--- src/rtl/mmu_pkg.sv ---
// Shared defaults and lane-slicing helper for the weight-stationary matrix unit.
// Lane 0 of every packed bus occupies the most-significant slice.
package mmu_pkg;

  localparam int N_DEF      = 4;
  localparam int DATA_W_DEF = 8;
  localparam int ACC_W_DEF  = 32;

  // LSB position of lane idx in a bus of 'lanes' slices, each 'width' bits.
  function automatic int lane_lsb(input int idx, input int lanes, input int width);
    return (lanes - 1 - idx) * width;
  endfunction

endpackage

--- src/rtl/mmu_pe.sv ---
// One weight-stationary PE: shifts weights down while loading, MACs while computing.
// One-cycle latency from a_in/p_in to a/p; no backpressure, accepts every cycle.
module mmu_pe
  import mmu_pkg::*;
#(
  parameter int DATA_W = DATA_W_DEF,
  parameter int ACC_W  = ACC_W_DEF
) (
  input  logic              clk,
  input  logic              rst,
  input  logic              control,
  input  logic [DATA_W-1:0] wt_in,
  input  logic [DATA_W-1:0] a_in,
  input  logic [ACC_W-1:0]  p_in,
  output logic [DATA_W-1:0] w,
  output logic [DATA_W-1:0] a,
  output logic [ACC_W-1:0]  p
);

  logic [2*DATA_W-1:0] prod;
  logic [ACC_W-1:0]    mac;

  // Unsigned product; the sum wraps modulo 2^ACC_W.
  always_comb begin
    prod = {{DATA_W{1'b0}}, a_in} * {{DATA_W{1'b0}}, w};
    mac  = p_in + ACC_W'(prod);
  end

  always_ff @(posedge clk) begin
    if (rst) begin
      w <= '0;
      a <= '0;
      p <= '0;
    end else if (control) begin
      w <= wt_in;
      a <= '0;
      p <= '0;
    end else begin
      a <= a_in;
      p <= mac;
    end
  end

endmodule

--- src/rtl/mmu.sv ---
// N x N weight-stationary systolic matrix unit; column j of a skewed vector started
// in cycle k is valid after edge k+N-1+j; no backpressure, one vector per cycle.
module mmu
  import mmu_pkg::*;
#(
  parameter int N      = N_DEF,
  parameter int DATA_W = DATA_W_DEF,
  parameter int ACC_W  = ACC_W_DEF
) (
  input  logic                clk,
  input  logic                rst,
  input  logic                control,
  input  logic [N*DATA_W-1:0] wt_arr,
  input  logic [N*DATA_W-1:0] data_arr,
  output logic [N*ACC_W-1:0]  acc_out
);

  logic [DATA_W-1:0] w_q [N][N];
  logic [DATA_W-1:0] a_q [N][N];
  logic [ACC_W-1:0]  p_q [N][N];

  // Bottom-row weights and last-column activations have no consumer.
  logic [N*DATA_W-1:0] unused_w_tail;
  logic [N*DATA_W-1:0] unused_a_tail;

  for (genvar i = 0; i < N; i++) begin : g_row
    for (genvar j = 0; j < N; j++) begin : g_col
      localparam int COL_LSB = lane_lsb(j, N, DATA_W);
      localparam int ROW_LSB = lane_lsb(i, N, DATA_W);

      logic [DATA_W-1:0] wt_in;
      logic [DATA_W-1:0] a_in;
      logic [ACC_W-1:0]  p_in;

      if (i == 0) begin : g_first_row
        assign wt_in = wt_arr[COL_LSB +: DATA_W];
        assign p_in  = '0;
      end else begin : g_inner_row
        assign wt_in = w_q[i-1][j];
        assign p_in  = p_q[i-1][j];
      end

      if (j == 0) begin : g_first_col
        assign a_in = data_arr[ROW_LSB +: DATA_W];
      end else begin : g_inner_col
        assign a_in = a_q[i][j-1];
      end

      mmu_pe #(
        .DATA_W (DATA_W),
        .ACC_W  (ACC_W)
      ) u_pe (
        .clk     (clk),
        .rst     (rst),
        .control (control),
        .wt_in   (wt_in),
        .a_in    (a_in),
        .p_in    (p_in),
        .w       (w_q[i][j]),
        .a       (a_q[i][j]),
        .p       (p_q[i][j])
      );
    end
  end

  for (genvar j = 0; j < N; j++) begin : g_out
    localparam int ACC_LSB  = lane_lsb(j, N, ACC_W);
    localparam int DATA_LSB = lane_lsb(j, N, DATA_W);
    assign acc_out[ACC_LSB +: ACC_W]        = p_q[N-1][j];
    assign unused_w_tail[DATA_LSB +: DATA_W] = w_q[N-1][j];
    assign unused_a_tail[DATA_LSB +: DATA_W] = a_q[j][N-1];
  end

endmodule

--- config.mk ---
export PLATFORM = sky130hd
export DESIGN_NAME = mmu
export DESIGN_NICKNAME = d
export VERILOG_FILES = /design/src/rtl/mmu_pkg.sv /design/src/rtl/mmu_pe.sv /design/src/rtl/mmu.sv
export SDC_FILE = /design/constraint.sdc
export NUM_CORES = 2
export LEC_CHECK = 0
export CORE_MARGIN = 1.5
export CORE_UTILIZATION = 60
export CTS_CLUSTER_DIAMETER = 40
export DETAILED_ROUTE_END_ITERATION = 7
export DONT_BUFFER_PORTS = 1
export HOLD_SLACK_MARGIN = 0.12
export PLACE_DENSITY = 0.87
export SLEW_MARGIN = 20
export SYNTH_ARGS = -nofsm -noshare
export SYNTH_HDL_FRONTEND = slang
export SYNTH_HIERARCHICAL = 1
export SYNTH_SLANG_ARGS = --single-unit
--- constraint.sdc ---
create_clock -name clk -period 8.7 [get_ports clk]
set_clock_uncertainty 0.2 [all_clocks]
set_input_delay 0 -clock clk [delete_from_list [all_inputs] [get_ports clk]]
set_output_delay 0 -clock clk [all_outputs]
set_load 0.03 [all_outputs]
==> metrics.md <==
| Metric | Value |
|---|---|
| CTS tree | `done` |
| Die width | `343 um` |
| Layout cells sized above 1 | `4.64%` |
| CP Class | `register to register` |
| Drt wl/cell | `17.3 um` |
| Register area | `0.0147 mm^2` |
| Crit path buffers/inverters | `2` |
| Height of the die | `343 um` |
| PortBufs | `0` |
| Origin of the worst setup path | `g_row[1].g_col[2].u_pe/w[3]$_SDFFE_PP0P_` |
| Area grow syn2layout | `10.8%` |
| Outcome | `finished, violations left` |
| Initial Util | `60.6%` |
| Int Pwr | `6750 uW` |
| CP max-delay cell | `dfxtp_1` |
| Clock power share | `49.4%` |
| Commonest non-fill, non-tap cell in the layout | `inv_1` |
| # IOs | `195` |
| Htree depth | `3` |
| Worst Hold Class | `input port to register` |
| Dpl hpwl | `122 mm` |
| Endpoints failing hold | `0` |
| Postcts setup bufs | `0` |
| Critical path, cell by cell | `and2_1, fa_1, inv_1, fa_1, fa_1, fa_1, inv_1, ha_1, a21o_1, a21oi_1, a21oi_2, nor3_2, o21ai_0, a21oi_1` |
| Max-cap viol count | `0` |
| Total GRT Usage | `28.9%` |
| Initial antenna violation count | `4` |
| Final Max Tran Viols | `0` |
| Maximum vdd ir drop | `0.167 mV` |
| GRT overflow | `0` |
| CTS Buf Count | `112` |
| Worst path most repeated cell | `fa_1` |
| Vias per cell | `5.61` |
| Failing checks | `design-rule violations` |
| Initial DRT Pass Iterations | `8` |
| # fillers | `8223` |
| Pwr Total | `9480 uW` |
| Drt drc | `14` |
| Part of the power in combinational logic | `12.6%` |
| Reg power frac | `38.0%` |
| Cts hold-fix bufs | `146` |
| CTS sink count | `736` |
| Tmin final | `5.24 ns` |
| Core Area | `0.115 mm^2` |
| Routed WL | `169 mm` |
| Pwr per Cell Area | `123 mW/mm^2` |
| Hold_sp | `data_arr[24]` |
| Remaining antenna violation count after routing | `0` |
| Pin count of the biggest net entering global routing | `175` |
| CP peak stage delay | `0.64 ns` |
| Mapped cell area | `0.0693 mm^2` |
| Clock root buffer | `clkbuf_16` |
| Static leakage | `0.0374 uW` |
| Row cnt | `124` |
| Fmax | `191 MHz` |
| Iteration-0 DRC Markers | `4551` |
| Clk pin slew, worst setup/hold paths | `0.06 ns` |
| DR vias | `55100` |
| Clk_lat worst skew | `0.74 ns` |
| Fin crit share | `60.2%` |
| CP delay by family, top | `adder cells` |
| Net Sw Frac | `28.7%` |
| Worst rel slew slack | `22.5%` |
| Critical Path End Type | `register` |
| Post-CTS Resized | `0` |
| Syn_area_per_cell | `8.83 um^2` |
| CP arrival | `5.70 ns` |
| Most frequent cells in the layout | `1545 x inv_1, 800 x fa_1, 751 x and2_1` |
| CP Launch Type | `register` |
| Die Footprint | `0.118 mm^2` |
| Setup TNS | `0 ns` |
| First-pass GRT wire length | `280 mm` |
| Worst-Margin Slew | `1.16 ns` |
| Nets | `9729` |
| Clock Path Buffers | `3` |
| Sw Pwr | `2720 uW` |
| RSZ-0062 raised after global routing | `false` |
| Footprint of the multi-input gates | `0.0489 mm^2` |
| Vias in the first global route | `57300` |
| Final setup fails | `0` |
| Post-Synthesis Cells | `7849` |
| Fin area | `0.0768 mm^2` |
| Gpl congestion | `0.906` |
| WP data required | `9.17 ns` |
| Worst reg2reg path startpoint | `g_row[1].g_col[2].u_pe/w[3]$_SDFFE_PP0P_` |
| DP Area | `0.0713 mm^2` |
| Yosys warnings | `6` |
| Largest fanout on the critical path | `14` |
## power groups by stage
| stage | registers [uW] | logic [uW] | clock network, uW |
|---|---|---|---|
| floorplan | 3600 | 884 | 0 |
| global placement | 3660 | 982 | 0 |
| detailed placement | 3670 | 1030 | 0 |
| CTS | 3590 | 1150 | 4730 |
| global route | 3610 | 1340 | 4900 |
| finish | 3600 | 1190 | 4680 |
## metrics by stage
stage / setup WS, ns / instances / util, % / hold WS [ns]
2_1_floorplan: 4.04 / 8156 / - / -0.0783
3_3_place_gp: 3.72 / 9457 / 62.3 / -0.0876
3_5_place_dp: 3.58 / 9457 / 62.3 / -0.0869
4_1_cts: 3.57 / 9813 / 67.1 / 0.121
5_1_grt: 3.23 / 9819 / 67.1 / 0.146
6_report: 3.46 / 9820 / 67.1 / 0.147
## worst register-to-register path, cell delays in order (launching register included)
cell and delay, ns:
dfxtp_1 0.64, and2_1 0.24, fa_1 0.43, inv_1 0.10
fa_1 0.45, fa_1 0.53, fa_1 0.55, inv_1 0.04
ha_1 0.35, a21o_1 0.21, a21oi_1 0.29, a21oi_2 0.11
nor3_2 0.64, o21ai_0 0.22, a21oi_1 0.18
## final timing paths
kind	to	slack (ns)	depth (start not counted)
setup reg to reg	g_row[1].g_col[2].u_pe/p[19]$_SDFF_PP0_	3.46	14
hold / removal	g_row[0].g_col[0].u_pe/p[0]$_SDFF_PP0_	0.15	4
setup / recovery	g_row[1].g_col[2].u_pe/p[19]$_SDFF_PP0_	3.46	14
hold reg to reg	g_row[1].g_col[3].u_pe/p[31]$_SDFF_PP0_	0.26	2
## registers in the layout, indices dropped and copies added, names as in the netlist
signal	count
g_row.g_col.u_pe/w	128
g_row.g_col.u_pe/p	512
g_row.g_col.u_pe/a	96
## metal layers
metal	up-vias	GRT usage [%]	share of wire [%]	wire [um]
met5	-	0	0	0
met4	0	11.2	3.6	6040
met3	481	4.79	6.8	11500
met2	2229	49.4	48	81800
met1	26800	36.6	41	70100
li1	25600	-	-	-
## layout make-up
cell class,count,area share [%]
Clock buffer,129,3.89
Multi-Input combinational cell,5660,63.6
Antenna cell,6,0.0195
Inverter,1545,7.55
Sequential cell,736,19.2
Timing Repair Buffer,151,2.02
Clock inverter,81,1.29
Tap cell,1512,2.46
(Power assumes the default switching activity.)
